==> src/rtl/regfile_scoreboard_if.sv <==
// Bundle between issue/writeback logic (master) and the register file with busy
// scoreboard (slave): writeback, issue, flush, operand read ports and busy count.
interface regfile_scoreboard_if #(
  parameter int XLEN  = 32,
  parameter int NREGS = 32,
  parameter int NRD   = 2
);
  localparam int AW = $clog2(NREGS);

  logic              we;
  logic [AW-1:0]     rd;
  logic [XLEN-1:0]   wd;
  logic              iss_valid;
  logic [AW-1:0]     iss_rd;
  logic              flush;
  logic [NRD*AW-1:0] rs_addr;
  logic [NRD*XLEN-1:0] rs_data;
  logic [NRD-1:0]    rs_busy;
  logic [AW:0]       busy_cnt;

  modport master (
    output we, rd, wd, iss_valid, iss_rd, flush, rs_addr,
    input  rs_data, rs_busy, busy_cnt
  );

  modport slave (
    input  we, rd, wd, iss_valid, iss_rd, flush, rs_addr,
    output rs_data, rs_busy, busy_cnt
  );
endinterface

==> src/rtl/regfile_scoreboard.sv <==
// Integer register file (NRD read ports, one write port, x0 = 0) with a per-register busy
// scoreboard and pending count. Optional same-cycle write bypass: define REGFILE_BYPASS_EN.
module regfile_scoreboard #(
  parameter int XLEN  = 32,
  parameter int NREGS = 32,
  parameter int NRD   = 2
) (
  input logic            clk,
  input logic            rst,
  regfile_scoreboard_if.slave bus
);
  localparam int AW = $clog2(NREGS);

  logic [XLEN-1:0]  regs [NREGS];
  logic [NREGS-1:0] busy;
  logic [NREGS-1:0] busy_next;
  logic [AW:0]      busy_cnt_q;
  logic [AW:0]      cnt_next;
  logic             wr_hit;
  logic             set_hit;
  logic             set_inc;
  logic             clr_dec;

  assign wr_hit  = bus.we && (bus.rd != '0);
  assign set_hit = bus.iss_valid && (bus.iss_rd != '0);

  // Clear is applied before set so a same-register issue/retire pair leaves the register busy.
  // NOTE: every output of this always_comb gets a default first so no latch is inferred.
  always_comb begin
    busy_next = busy;
    if (wr_hit)  busy_next[bus.rd]     = 1'b0;
    if (set_hit) busy_next[bus.iss_rd] = 1'b1;

    set_inc  = set_hit && !busy[bus.iss_rd];
    clr_dec  = wr_hit && busy[bus.rd] && !(set_hit && (bus.iss_rd == bus.rd));
    cnt_next = busy_cnt_q + {{AW{1'b0}}, set_inc} - {{AW{1'b0}}, clr_dec};

    if (bus.flush) begin
      busy_next = '0;
      cnt_next  = '0;
    end
    busy_next[0] = 1'b0;
  end

  // NOTE: the register array is architecturally required to reset to zero, so it sits in the
  // async-reset process; this forces flops rather than a RAM macro for the storage.
  always_ff @(posedge clk or posedge rst) begin
    if (rst) begin
      for (int i = 0; i < NREGS; i++) regs[i] <= '0;
    end else if (wr_hit) begin
      // NOTE: non-blocking assignment for all state so every flop samples pre-edge values.
      regs[bus.rd] <= bus.wd;
    end
  end

  always_ff @(posedge clk or posedge rst) begin
    if (rst) begin
      busy       <= '0;
      busy_cnt_q <= '0;
    end else begin
      busy       <= busy_next;
      busy_cnt_q <= cnt_next;
    end
  end

  assign bus.busy_cnt = busy_cnt_q;

  for (genvar k = 0; k < NRD; k++) begin : g_port
    logic [AW-1:0]   addr;
    logic [XLEN-1:0] data;
    logic            bsy;

    assign addr = bus.rs_addr[k*AW +: AW];

    always_comb begin
      data = regs[addr];
      bsy  = busy[addr];
`ifdef REGFILE_BYPASS_EN
      if (wr_hit && (addr == bus.rd)) begin
        data = bus.wd;
        bsy  = set_hit && (bus.iss_rd == bus.rd);
      end
`endif
      // Bypassed write data must not leak out while reset is held.
      if ((addr == '0) || rst) begin
        data = '0;
        bsy  = 1'b0;
      end
    end

    assign bus.rs_data[k*XLEN +: XLEN] = data;
    assign bus.rs_busy[k]              = bsy;
  end
endmodule

==> src/flat_wrapper.sv <==
// flat-port wrapper written by rule: the top's interface ports become plain ports
module regfile_scoreboard_flat 
#(
  parameter int XLEN  = 32,
  parameter int NREGS = 32,
  parameter int NRD   = 2
)
  (clk, rst, bus_we, bus_rd, bus_wd, bus_iss_valid, bus_iss_rd, bus_flush, bus_rs_addr, bus_rs_data, bus_rs_busy, bus_busy_cnt);
  regfile_scoreboard_if #(.XLEN(XLEN), .NREGS(NREGS), .NRD(NRD)) bus_i ();
  input logic clk;
  input logic rst;
  input wire logic [$bits(bus_i.we)-1:0] bus_we;
  input wire logic [$bits(bus_i.rd)-1:0] bus_rd;
  input wire logic [$bits(bus_i.wd)-1:0] bus_wd;
  input wire logic [$bits(bus_i.iss_valid)-1:0] bus_iss_valid;
  input wire logic [$bits(bus_i.iss_rd)-1:0] bus_iss_rd;
  input wire logic [$bits(bus_i.flush)-1:0] bus_flush;
  input wire logic [$bits(bus_i.rs_addr)-1:0] bus_rs_addr;
  output wire logic [$bits(bus_i.rs_data)-1:0] bus_rs_data;
  output wire logic [$bits(bus_i.rs_busy)-1:0] bus_rs_busy;
  output wire logic [$bits(bus_i.busy_cnt)-1:0] bus_busy_cnt;
  assign bus_i.we = bus_we;
  assign bus_i.rd = bus_rd;
  assign bus_i.wd = bus_wd;
  assign bus_i.iss_valid = bus_iss_valid;
  assign bus_i.iss_rd = bus_iss_rd;
  assign bus_i.flush = bus_flush;
  assign bus_i.rs_addr = bus_rs_addr;
  assign bus_rs_data = bus_i.rs_data;
  assign bus_rs_busy = bus_i.rs_busy;
  assign bus_busy_cnt = bus_i.busy_cnt;
  regfile_scoreboard #(.XLEN(XLEN), .NREGS(NREGS), .NRD(NRD)) u_core (.clk(clk), .rst(rst), .bus(bus_i));
endmodule
==> config.mk <==
export PLATFORM = sky130hd
export DESIGN_NAME = regfile_scoreboard_flat
export DESIGN_NICKNAME = d
export VERILOG_FILES = /design/src/rtl/regfile_scoreboard_if.sv /design/src/rtl/regfile_scoreboard.sv /design/src/flat_wrapper.sv
export SDC_FILE = /design/constraint.sdc
export NUM_CORES = 2
export LEC_CHECK = 0
export BUFFER_PORTS_ARGS = -buffer_cell sky130_fd_sc_hd__clkbuf_2
export CAP_MARGIN = 20
export CORE_MARGIN = 1
export CORE_UTILIZATION = 52
export DETAILED_ROUTE_END_ITERATION = 12
export PLACE_DENSITY = 0.71
export SLEW_MARGIN = 20
export SYNTH_ARGS = -nofsm -noshare
export SYNTH_HDL_FRONTEND = slang
export SYNTH_SLANG_ARGS = --single-unit
==> constraint.sdc <==
create_clock -name clk -period 32.9 [get_ports clk]
set_clock_uncertainty 0.05 [all_clocks]
set_input_delay 3.29 -clock clk [delete_from_list [all_inputs] [get_ports clk]]
set_output_delay 3.29 -clock clk [all_outputs]
set_load 0.005 [all_outputs]
# Word-level counts from Yosys, hierarchy flattened
# Index checks and enable logic that the tools add are counted.
dict set report word_totals {
  reg_bits 1061
  output_inout_bits 72
  wordCells 99
}
dict set report op_classes {
  addsub 2
  n_lt_le_gt_ge 10
  n_eq_ne 1
  n_mux 29
  bitwise 6
  n_reduce_logical 17
}
# operator n
set op_table {}
lappend op_table {{bitwise mux 1024 bit} 1}
lappend op_table {{binary-select mux 32 bit (select 5 bit)} 2}
lappend op_table {{two-way mux 32 bit} 10}
lappend op_table {{demux 32 bit (select 5 bit)} 1}
lappend op_table {{AND 32 bit} 1}
lappend op_table {{inverter 32 bit} 1}
lappend op_table {{bitwise OR 32 bit} 1}
lappend op_table {{less-than comparator 5 x 6 -> 1 bit, second input constant} 4}
lappend op_table {{binary-select mux 1 bit (select 5 bit)} 4}
lappend op_table {{greater-or-equal comparator 6 bit, second input constant} 3}
lappend op_table {{inverter 5 -> 6 bit} 3}
lappend op_table {{demux 1 bit (select 5 bit)} 2}
lappend op_table {{greater-or-equal comparator 5 x 1 -> 1 bit, second input constant} 2}
lappend op_table {{zero test 5 bit} 2}
lappend op_table {{nonzero test 5 bit} 2}
lappend op_table {{logical AND 1 bit} 9}
lappend op_table {{two-way mux 1 bit} 8}
lappend op_table {{adder 6 x 1 -> 6 bit} 1}
lappend op_table {{less-than comparator 6 x 1 -> 1 bit, second input constant} 1}
lappend op_table {{two-way mux 6 bit} 1}
lappend op_table {{subtractor 6 x 1 -> 6 bit} 1}
lappend op_table {{== test 5 bit} 1}
lappend op_table {{zero test 1 bit} 2}
lappend op_table {{logical OR 1 bit} 2}

# Depth between registers and ports, before layout
dict set report logic_depth {
  word_depth 10
  depth_mapped 14
  depth_no_buf 12
}

# Worst setup path after synthesis
# OpenSTA, ideal clock, no wires.
dict set report synth_timing {
  path_kind {in2out}
  start {input port rst}
  end {output port bus_rs_busy[1]}
  t_arrival_ns 29.831
  required_time_ns 29.560
  slack_ns -0.271
  stages 6
  path_buffers 2
  path_cell_list {inv_1 -> nand3_1 -> buf_2 -> o22ai_1 -> or2_1 -> buf_4}
}
dict set report synth_between {
  elab_chain_cells 2
}
# item line
set synth_lines {}
lappend synth_lines {{start, declared} flat_wrapper.sv:11} ;# input logic rst;
lappend synth_lines {{logical OR 1 bit} regfile_scoreboard.sv:85} ;# if ((addr == '0) || rst) begin
lappend synth_lines {{two-way mux 1 bit} regfile_scoreboard.sv:85}
lappend synth_lines {{end, declared} flat_wrapper.sv:20} ;# output wire logic [$bits(bus_i.rs_busy)-1:0] bus_rs_busy;
# Every way passes these cells.

# Worst setup path in the final report
dict set report layout_timing {
  start {input port bus_rs_addr[1]}
  end {output port bus_rs_data[20]}
}
dict set report layout_between {
  elab_chain_cells 5
  elab_cells_between_ends 7
}
# item line
set layout_lines {}
lappend layout_lines {{start, declared} flat_wrapper.sv:18} ;# input wire logic [$bits(bus_i.rs_addr)-1:0] bus_rs_addr;
lappend layout_lines {{inverter 5 -> 6 bit (not written as such)} regfile_scoreboard.sv:76} ;# data = regs[addr];
lappend layout_lines {{binary-select mux 32 bit (select 5 bit)} regfile_scoreboard.sv:76}
lappend layout_lines {{two-way mux 32 bit (not written as such) (2 in series)} regfile_scoreboard.sv:76}
lappend layout_lines {{two-way mux 32 bit *} regfile_scoreboard.sv:85}
lappend layout_lines {{end, declared} flat_wrapper.sv:19} ;# output wire logic [$bits(bus_i.rs_data)-1:0] bus_rs_data;
# Every way passes the cells marked *; elsewhere a longest branch is shown, timed or not. The select of a mux whose other input is x is not followed.

==> results.md <==
- Crit Path Category: input port to output pin
- Pwr per Cell Area: 59.4 nW/µm²
- R2r worst-path depth: 12
- Nets@finish: 3,646
- First-pass GRT wire length: 239 mm
- YS warnings: 0
- Crit path launch: bus_rs_addr[1]
- RSZ-0062 raised after global routing: no
- Core area: 111,000 µm²
- DRC: 0
- Initial antenna violation count: 6
- Wirelength per Cell: 30.8 µm
- FMAX: 95.8 MHz
- Leak pwr: 28.2 nW
- Hold Startpoint: u_core.regs[1014]
- Hold-fix buffers at CTS: 0
- Root Driver: clkbuf_16
- Area of the multi-input gates: 29,500 µm²
- Number of antenna-violating nets in the routed design: 0
- Endpoints failing hold: 0
- Ys async rst share: 1.00
- Crit. End Element: output pin
- Initial Util: 0.525
- Grt ovf: 0
- Largest net degree at the start of global routing: 181
- Crit path max fanout: 58
- Maxcap violations: 0
- CTS-repair resized insts: 0
- # setup viols final: 0
- Peak supply drop: 43.8 µV
- Most common cell after layout, fill and taps aside: dfrtp_1
- Vias in the first global route: 36.0k
- Most frequent cells in the layout: dfrtp_1, mux2_2, mux4_2
- CTS tree: done
- Share of cells above drive strength 1: 0.474
- Distinct cells, synth: 55
- DP HPWL: 81.2 mm
- R2R Setup Slk: around 30,000 ps
- Mapped Nets: 3,777
- Hold Path Depth: 0
- Status: completed
- Post-CTS setup repair buffer count: 0
- Syn Inst Count: 3,713
- Post-synth EDFFs: 0
- Synthesized area: 58,100 µm²
- Crit Reg-Reg Endpoint: u_core.bus.busy_cnt[4]
- Die area: 113,000 µm²
- Detailed Routing Iterations Pass 1: 5
- Max Buffers Root-to-Sink: 3
- Setup TNS: 0 ps
- Worst EP arrival: 7100 ps
- DRT iter0 DRCs: 3,094
- Area growth, synth to finish: 8.09%
- Num CTS Buffers: about 110
- Worst hold endpoint: u_core.regs[1014]
- Post-synthesis sequential area ratio: 0.457
- Startpoint Class: input port
- # rows: 122
- Min Tclk post-route: 10,440 ps
- Global placer's final weighted congestion: 0.776
- GRT Util Overall: 0.286
- Clock transition at the registers of the reported paths: 60 ps
- Die H: 336 µm
- # clock sinks: 1,061
- IO Count: around 130
- Synthesized area per cell: around 16 µm²
- #FFs+latches synth: 1,061
- DR vias/cell: 6.83
- Vias: between 30k and 40k
- H-Tree Depth: 3
- Layout fillers: 8,570
- Worst slew margin: 0.247
- Die Width: 336 µm
- Worst Max-Slew Pin Slew: 1130 ps
- Final Cycle Share: 0.317
- Worst R2R Start: u_core.busy[26]
- ANT cells: 0
- Slew Viols, Final: 0
- Port bufs: 128
- WP data required: 29,560 ps
- Ys flop type: dfrtp_1
- Worst skew pair latency: 720 ps
- Register area: 26,600 µm²
- Final Util: 0.567
- Hold Crit Class: flip-flop to flip-flop
- Final WL: 159 mm
## power by group
| part | leakage [nW] | total (mW) | switching, mW | internal (mW) |
|---|---|---|---|---|
| sequential | 13.7 | 1.72 | 0.169 | 1.55 |
| clock | 1.81 | 1.28 | 0.541 | 0.738 |
| combinational | 12.7 | 0.737 | 0.282 | 0.455 |
| total | 28.2 | 3.73 | 0.991 | 2.74 |
## sequential cells by signal, summed over array words and instances (netlist names)
name                 flops
u_core.busy             31
u_core.bus.busy_cnt      6
u_core.regs           1024
## stage by stage
| step | power [mW] | instance area, µm² | setup WS (ps) | cells | hold WS (ps) |
|---|---|---|---|---|---|
| 6_report | 3.73 | 62800 | 22460 | 5159 | 341 |
| 2_1_floorplan | 2.29 | 58100 | 7510 | 3713 | 388 |
| 4_1_cts | 3.75 | 62700 | 22420 | 5156 | 347 |
| 3_3_place_gp | 2.43 | 59000 | 22420 | 4952 | 325 |
| 5_1_grt | 3.89 | 62800 | 22210 | 5159 | 355 |
| 3_5_place_dp | 2.47 | 59000 | 22420 | 4952 | 332 |
## area by class of cell
class / count / share of cell area
clock inverters: 39 / 0.00650
repair buffers: 177 / 0.0187
well taps: 1488 / 0.0296
clock buffers: 165 / 0.0524
inverters: 11 / 0.000717
flip-flops and latches: 1061 / 0.423
multi-input cells: 2218 / 0.469
## critical path, cell delays in order
cell      delay [ps]
buf_8            450
buf_4            900
buf_4            800
mux4_2           600
mux2i_1          180
o22ai_1          210
or2_1            330
clkbuf_2         120
## cell families (layout without fill, tap and decap cells)
kind of cell | Yosys count | in the layout | synth area share
buffers and inverters | 434 | 392 | 0.0406
AO/OA/AOI/OAI | 197 | 197 | 0.0221
adder cells (fa/ha/maj) | 7 | 7 | 0.00164
multiplexers | 1808 | 1808 | 0.459
flip-flops | 1061 | 1061 | 0.457
AND/OR/NAND/NOR | 197 | 197 | 0.0187
XOR/XNOR | 9 | 9 | 0.00136
## worst max-delay path by stage
stage                           end  slack (ps)  cells past startpoint
global placement    bus_rs_data[45]       22420                      8
floorplan            bus_rs_busy[0]        7510                      6
finish              bus_rs_data[20]       22460                      8
detailed placement  bus_rs_data[45]       22420                      8
CTS                 bus_rs_data[45]       22420                      8
global route        bus_rs_data[45]       22210                      8
## synth_stat cells (6+ instances only)
cell type	number	share of area
a21oi_1	13	0.0011
a22oi_1	20	0.0026
buf_1	8	0.00052
buf_2	162	0.014
buf_4	15	0.0019
buf_6	52	0.010
clkbuf_1	179	0.012
dfrtp_1	1061	0.46
ha_1	6	0.0013
inv_1	11	0.00071
mux2_1	36	0.0070
mux2_2	958	0.19
mux2i_1	277	0.048
mux4_1	156	0.071
mux4_2	381	0.15
nand2_1	32	0.0021
nand3_1	14	0.0012
nor2_1	34	0.0022
nor2_2	6	0.00065
nor3_1	7	0.00060
o21ai_0	11	0.00095
o22ai_1	135	0.015
or2_1	66	0.0071
xnor2_1	7	0.0011
## per-layer routing
metal / share of wire / vias to the layer above / global-route usage / wire length, µm
met5: 0.00034 / - / 0 / 54
met4: 0.029 / 8 / 0.0875 / 4590
met3: 0.072 / 314 / 0.0484 / 11400
met2: 0.47 / 1419 / 0.444 / 74400
met1: 0.43 / 19200 / 0.415 / 68500
li1: - / 14200 / - / -
Note: power is estimated with default switching activity, not from simulation.
